### src/rtl/gamma_pwm_fader.sv
// Multi-channel PWM fader: a prescaled index walker feeds a power-law gamma ROM, one channel
// per cycle, into shadow compares that are committed as a whole set at the PWM wrap.
module gamma_pwm_fader #(
    parameter int N_CH      = 3,
    parameter int G_PW      = 8,
    parameter int G_OW      = 16,
    parameter int DIV_W     = 17,
    parameter int GAMMA_POW = 2
) (
    input  logic              CLK,
    input  logic              RST,
    input  logic              enable,
    input  logic [1:0]        mode,
    input  logic [DIV_W-1:0]  step_div,
    input  logic [N_CH-1:0]   ch_invert,
    output logic [N_CH-1:0]   pwm_out,
    output logic              period_start,
    output logic [G_PW-1:0]   idx_out
);

    localparam int CH_W  = (N_CH > 1) ? $clog2(N_CH) : 1;
    localparam int DEPTH = 1 << G_PW;
    localparam logic [G_PW-1:0] IDX_MAX = '1;

    typedef enum logic [1:0] {IDLE, READ, LAST} state_t;

    // Table entry i = i^GAMMA_POW scaled so the full index range spans the output width.
    function automatic logic [G_OW-1:0] gamma_word(input int unsigned i);
        longint unsigned v;
        int sh;
        v = 1;
        for (int k = 0; k < GAMMA_POW; k++) v = v * 64'(i);
        sh = G_OW - GAMMA_POW * G_PW;
        if (sh >= 0) v = v << sh;
        else         v = v >> (-sh);
        return v[G_OW-1:0];
    endfunction

    logic [G_OW-1:0] gamma_rom [DEPTH];

    genvar gi;
    for (gi = 0; gi < DEPTH; gi++) begin : g_rom
        assign gamma_rom[gi] = gamma_word(gi);
    end

    logic [G_OW-1:0]              cnt_reg;
    logic [N_CH-1:0]              pwm_reg, pwm_next;
    logic                         ps_reg;
    logic [G_PW-1:0]              idx_reg, idx_next;
    logic                         dir_reg, dir_next;
    logic [DIV_W-1:0]             div_reg, div_next;
    state_t                       state_reg, state_next;
    logic [CH_W-1:0]              ch_reg, ch_next;
    logic [N_CH-1:0]              inv_reg;
    logic [G_PW-1:0]              rom_addr;
    logic [G_OW-1:0]              rom_data_reg;
    logic                         cap_valid_reg;
    logic [CH_W-1:0]              cap_ch_reg;
    logic [N_CH-1:0][G_OW-1:0]    shadow_reg, shadow_next;
    logic [N_CH-1:0][G_OW-1:0]    ready_reg, ready_next;
    logic [N_CH-1:0][G_OW-1:0]    active_reg, active_next;
    logic                         pending_reg, pending_next;
    logic                         tick, commit;

    for (gi = 0; gi < N_CH; gi++) begin : g_pwm
        assign pwm_next[gi] = (cnt_reg < active_reg[gi]);
    end

    assign rom_addr = inv_reg[ch_reg] ? ~idx_reg : idx_reg;

    always_ff @(posedge CLK) begin
        rom_data_reg <= gamma_rom[rom_addr];
    end

    always_comb begin
        tick     = enable && (state_reg == IDLE) && (div_reg == '0);
        div_next = div_reg;
        if (tick)                            div_next = step_div;
        else if (enable && div_reg != '0)    div_next = div_reg - 1'b1;

        idx_next = idx_reg;
        dir_next = dir_reg;
        if (tick) begin
            case (mode)
                2'd0: begin
                    if (!dir_reg) begin
                        if (idx_reg == IDX_MAX) begin
                            dir_next = 1'b1;
                            idx_next = IDX_MAX - 1'b1;
                        end else begin
                            idx_next = idx_reg + 1'b1;
                        end
                    end else begin
                        if (idx_reg == '0) begin
                            dir_next = 1'b0;
                            idx_next = G_PW'(1);
                        end else begin
                            idx_next = idx_reg - 1'b1;
                        end
                    end
                end
                2'd1:    idx_next = idx_reg + 1'b1;
                default: idx_next = idx_reg;
            endcase
        end

        state_next = state_reg;
        ch_next    = ch_reg;
        case (state_reg)
            IDLE: if (tick) begin
                state_next = READ;
                ch_next    = '0;
            end
            READ: begin
                if (ch_reg == CH_W'(N_CH - 1)) state_next = LAST;
                else                           ch_next    = ch_reg + 1'b1;
            end
            LAST:    state_next = IDLE;
            default: state_next = IDLE;
        endcase

        // ROM data trails its address by one cycle; the ready bank only ever holds complete sets.
        shadow_next = shadow_reg;
        if (cap_valid_reg) shadow_next[cap_ch_reg] = rom_data_reg;
        ready_next   = (state_reg == LAST) ? shadow_next : ready_reg;
        commit       = (&cnt_reg) && (pending_reg || (state_reg == LAST));
        active_next  = commit ? ready_next : active_reg;
        pending_next = commit ? 1'b0 : (pending_reg || (state_reg == LAST));
    end

    always_ff @(posedge CLK or posedge RST) begin
        if (RST) begin
            cnt_reg       <= '0;
            pwm_reg       <= '0;
            ps_reg        <= 1'b0;
            idx_reg       <= '0;
            dir_reg       <= 1'b0;
            div_reg       <= '0;
            state_reg     <= IDLE;
            ch_reg        <= '0;
            inv_reg       <= '0;
            cap_valid_reg <= 1'b0;
            cap_ch_reg    <= '0;
            shadow_reg    <= '0;
            ready_reg     <= '0;
            active_reg    <= '0;
            pending_reg   <= 1'b0;
        end else begin
            cnt_reg       <= cnt_reg + 1'b1;
            pwm_reg       <= pwm_next;
            ps_reg        <= (cnt_reg == '0);
            idx_reg       <= idx_next;
            dir_reg       <= dir_next;
            div_reg       <= div_next;
            state_reg     <= state_next;
            ch_reg        <= ch_next;
            if (tick) inv_reg <= ch_invert;
            cap_valid_reg <= (state_reg == READ);
            cap_ch_reg    <= ch_reg;
            shadow_reg    <= shadow_next;
            ready_reg     <= ready_next;
            active_reg    <= active_next;
            pending_reg   <= pending_next;
        end
    end

    assign pwm_out      = pwm_reg;
    assign period_start = ps_reg;
    assign idx_out      = idx_reg;

endmodule

### config.mk
export PLATFORM = sky130hd
export DESIGN_NAME = gamma_pwm_fader
export DESIGN_NICKNAME = d
export VERILOG_FILES = /design/src/rtl/gamma_pwm_fader.sv
export SDC_FILE = /design/constraint.sdc
export NUM_CORES = 1
export LEC_CHECK = 0
export ABC_AREA = 1
export CAP_MARGIN = 20
export CELL_PAD_IN_SITES_DETAIL_PLACEMENT = 1
export CELL_PAD_IN_SITES_GLOBAL_PLACEMENT = 2
export CORE_UTILIZATION = 40
export DETAILED_ROUTE_END_ITERATION = 16
export PLACE_DENSITY_LB_ADDON = 0.1
export SLEW_MARGIN = 20
export SYNTH_ARGS = -nofsm -noshare
export SYNTH_HDL_FRONTEND = slang
export SYNTH_SLANG_ARGS = --single-unit
### constraint.sdc
create_clock -name CLK -period 18.1 [get_ports CLK]
set_input_delay 2.715 -clock CLK [delete_from_list [all_inputs] [get_ports CLK]]
set_output_delay 2.715 -clock CLK [all_outputs]
set_load 0.005 [all_outputs]
Yosys cells after proc, flatten, opt, wreduce, memory -nomap -nowiden
Memory sizes are Yosys's and may differ from the RTL's. A register that Yosys moved wholly into a read port is not among the register bits.
Index checks and enable logic that the tools add are counted.
{ "word_totals": {"output_inout_bits": 12, "elab_cells": 87, "mem_count": 1, "mem_bits_ro": 4096, "regBits": 201} }
{ "memory_table": {"columns": ["memory", "words", "word_bits", "read_ports", "rd_clocked_by_memory_dff", "wr", "line", "source"], "rows": [
  ["(no name shown)", 256, 16, 1, 1, 0, "72", "rom_data_reg <= gamma_rom[rom_addr];"]
]} }
{ "classes": {"magnitude_cmp": 6, "muxes": 24, "add_sub_neg": 5, "n_bitwise": 2, "n_reduce_logical": 20, "n_eq_ne": 8} }
{ "op_table": {"columns": ["cell", "count"], "rows": [
  ["48-bit 2-to-1 mux", 2],
  ["48-bit bitwise mux", 1],
  ["16-bit < comparator", 3],
  ["17-bit 2-to-1 mux", 2],
  ["16-bit demux with 2-bit select", 1],
  ["8-bit 2-to-1 mux", 4],
  ["17-bit logical NOT", 1],
  ["17-bit nonzero test", 1],
  ["17-bit by 1-bit subtractor with 17-bit output (second input constant)", 1],
  ["16-bit by 1-bit adder with 16-bit output (second input constant)", 1],
  ["16-bit logical NOT", 1],
  ["16-bit 2-to-1 mux", 1],
  ["8-bit case mux with 2 select lines", 1],
  ["16-bit AND reduction", 1],
  ["8-bit NOT with 9-bit output", 1],
  ["8-bit by 1-bit adder with 8-bit output (second input constant)", 1],
  ["8-bit equality test (second input constant)", 1],
  ["8-bit logical NOT", 1],
  ["2-bit 2-to-1 mux", 4],
  ["8-bit NOT", 1],
  ["2-bit case mux with 2 select lines", 2],
  ["8-bit by 1-bit subtractor with 8-bit output (second input constant)", 1],
  ["2-bit by 3-bit < comparator with 1-bit output (second input constant)", 2],
  ["2-bit != test (second input constant)", 3],
  ["12 further kinds", 27]
]} }

Logic depth before layout (Yosys ltp)
{ "logic_depth": {"word_depth": 7, "ltp_mapped": 19, "ltp_nobuf": 19} }

Worst setup path after synthesis
Ideal clock, no wire load.
{ "synth_path": {"path_type": "input-to-reg", "startpoint": "input port enable", "endpoint": "register idx_reg[0], in the netlist idx_out[0]", "arrival_time_ns": 3.579, "required_ns": 18.021, "path_slack_ns": 14.442, "path_stages": 5, "cell_sequence": "nand2_1 -> nor2_2 -> inv_1 -> nor2_1 -> mux2i_1"} }
{ "synth_via": {"elab_chain_cells": 3} }
{ "synth_lines": {"columns": ["element", "line", "source"], "rows": [
  ["from (decl)", "12", "input logic enable,"],
  ["1-bit logical AND (2 in series)", "76", "tick = enable && (state_reg == IDLE) && (div_reg == '0);"],
  ["2-bit AND reduction (no source line)", null, null],
  ["to (signal assigned)", "152", "idx_reg <= idx_next;"],
  ["to (decl)", "49", "logic [G_PW-1:0] idx_reg, idx_next;"]
]} }
Every way passes these cells.
A chain may end at the register's enable or synchronous reset.

Worst setup path in the final report
{ "layout_path": {"startpoint": "register idx_reg[2], in the netlist idx_out[2]", "endpoint": "output port idx_out[2]"} }
{ "layout_rtl": {"columns": ["element", "line", "source"], "rows": [
  ["to (decl)", "18", "output logic [G_PW-1:0] idx_out"]
]} }
No word-level cell between the ends.

==> results.cfg <==
[outcome]
status = complete, no violations

[worst_setup_path]
critPathMaxStageDelay_ps = 580
worst-r2r-cell-count = 13
r2r_slack_ps = 14480
crit_chain = clkdlybuf4s50_1
cp-startpoint = idx_out[2]$_DFFE_PP0P_
crit_path_start_kind = flop
arrival_ps = 1670
rr_startpoint = cnt_reg[1]$_DFF_PP0_
path_buf_inv = 1
worstReg2RegEnd = active_reg[33]$_DFFE_PP0P_
crit_path_end_kind = output port
critPathMaxFanout = 9
critPathSlowestCell = clkdlybuf4s50_1
criticalPathCategory = flop to output port
cp_data_required_time_ps = 15390
crit_family = buffers and inverters

[global_route]
grt_pass1_vias = 9893
antenna_found_initial = 0
grt_pass1_wl_um = 52400
grt_overflow_total = 0
grt.total_usage = 0.216
grt_start_max_net_pins = 139

[clock_tree]
holdBufCountCts = 0
cts_inserted_buffers = 25
clk-insertion-delay-late_ps = 530
cts_root_buf = clkbuf_16
cts_sinks = 216
post_cts_buffers = 0
cts_max_level = 1
post_cts_resized = 0
clk_pin_slew_ps = 60
cts_tree = built
cts.path.max_buffers = 3

[yosys]
yosys_warnings = 0
netlist.area_leader.share = 0.429
synth.ff_latch_count = 216
synthArstFlopShare = 0.931
ys_seq_area_frac = 0.455
synthCells = 1362
synth-edff-count = 0
yosysTopAreaCell = dfrtp_1
synth.area.top_cells = dfrtp_1 (43%), nand2_1 (9.5%), ha_1 (6.5%)
ys.flop_type = dfrtp_1
synth_fp_nets = 1448
synth.avg_cell_area_sq_um = 8.60
synth_area_sq_mm = 0.0117
synthDistinctLibCells = 50

[power_and_ir_drop]
leakage_nw = 6.24
power.total_mw = 1.31
powerDensity_mw_per_mm2 = 98.7
ir_drop_mv = 0.0651

[route]
vias = 9252
firstDrtPassIters = 4
via_per_inst = 5.16
post-route-drc-count = 0
antenna_left = 0
wl_um = 31300
drt_iter0_drc = 518
wl_per_cell_um = 17.4

[cells_and_area]
drive_gt1_frac = 0.144
stdcell_count = 1793
design_area_sq_mm = 0.0132
nets = 1476
fillers = 3396
antenna_cells = 0
areaGrowthSynthToFinish_pct = 13.0

[timing]
timing.fmax_ghz = 0.228
tightest_slew_ps = 962
slew_violations = 0
rsz0062_at_grt = false
finalSetupViolCount = 0
slew-limit-headroom = 0.358
layout_worst_path_cycle_share = 0.242
tns_ps = 0
fin_skew_ps = 22.2
worst_slack_ps = 13720
min_period_ps = 4380
hold_violations = 0

[placement]
dp.cells = 1747
gp_congestion = 0.846
pre_cts_slack_ps = 13180
dp_hpwl_um = 21800
dpl_cell_area_sq_mm = 0.0124
portBuffers = 36

[die]
die_x_um = 173
core_sq_mm = 0.0288
die_h_um = 173
start_util = 0.407
rows = 62
dieArea_sq_mm = 0.0300
io_pins = 37

[worst_hold_path]
holdPathStages = 0
hold_class = flop to flop
hp-start = ch_reg[0]$_DFFE_PP0P_
hold_path_end = cap_ch_reg[0]$_DFF_PP0_

[flow_run]
cap_violations = 0
-- layout by cell type (no fill, tap or decap), drive strengths merged, types with 2 or more instances in the layout --
| master | instances |
|---|---|
| inv | 152 |
| o21ai | 164 |
| mux2 | 48 |
| o22ai | 2 |
| dfrtp | 201 |
| xnor2 | 2 |
| xor2 | 30 |
| nor3 | 11 |
| buf | 11 |
| nor4 | 4 |
| clkdlybuf4s50 | 36 |
| nor2 | 90 |
| bufinv | 4 |
| a21oi | 62 |
| ha | 61 |
| dfxtp | 15 |
| nand3 | 85 |
| o2111ai | 4 |
| nand4 | 12 |
| nand3b | 2 |
| clkbuf | 32 |
| clkinv | 5 |
| nand2 | 339 |
| clkinvlp | 4 |
| a31oi | 5 |
| a21boi | 4 |
| o211ai | 11 |
| or2 | 4 |
-- routing by layer --
layer	up-vias	wire length, um	track usage	part of all wire
li1	4528	-	-	-
met1	4575	14900	0.298	0.48
met2	110	15000	0.362	0.48
met3	39	772	0.0237	0.025
met4	0	611	0.0516	0.020
met5	-	0	0	0
-- worst max path at each step --
stage | to | slack [ps] | cells after the start
4_1_cts | idx_out[2] | 13680 | 1
6_report | idx_out[2] | 13720 | 1
5_1_grt | idx_out[4]$_DFFE_PP0P_ | 13470 | 3
3_5_place_dp | idx_out[1]$_DFFE_PP0P_ | 13180 | 3
2_1_floorplan | active_reg[0]$_DFFE_PP0P_ | 9900 | 1
3_3_place_gp | idx_out[3]$_DFFE_PP0P_ | 13220 | 3
-- synth_stat cells, types with 4 or more instances --
library cell  instances
nand4_1              12
nand2_1             296
dfxtp_1              15
buf_2                17
nor3_1               10
o21ai_0             122
inv_1               147
nand3_1              82
ha_1                 61
o2111ai_1             4
clkbuf_1             17
a31oi_1               5
nor2_1               86
dfrtp_1             201
mux2_2               48
o21ai_2              40
nand2_2              43
xor2_1               29
a21oi_1              62
nor4_1                4
o211ai_1             11
buf_12                4
inv_2                 4
-- per-stage QoR --
stage,util,hold slack [ps]
2_1_floorplan,-,417
3_3_place_gp,0.430,463
3_5_place_dp,0.430,456
4_1_cts,0.460,471
5_1_grt,0.460,478
6_report,0.460,466
-- logic make-up (layout without fill, tap and decap cells) --
| logic type | count (synthesis) | after routing | synth area share |
|---|---|---|---|
| mux | 49 | 49 | 0.0470 |
| fa+ha+maj | 61 | 61 | 0.0651 |
| buf+inv | 197 | 244 | 0.0727 |
| compound gates | 258 | 258 | 0.130 |
| xor+xnor | 32 | 32 | 0.0246 |
| simple gates | 549 | 549 | 0.206 |
| flops | 216 | 216 | 0.455 |
-- where the power goes --
part           switching, mW  internal (mW)
Clock                  0.205          0.321
Combinational          0.174         0.0786
Sequential            0.0203          0.507
-- layout make-up --
type,instances,area [sq um],share of cell area
well taps,384,480,0.0363
clock buffers,32,672,0.0508
inverters,151,574,0.0434
clock inverters,14,188,0.0142
multi-input cells,949,5540,0.419
repair buffers,47,450,0.0340
flip-flops and latches,216,5330,0.403
Note: power is estimated with default switching activity, not from simulation.
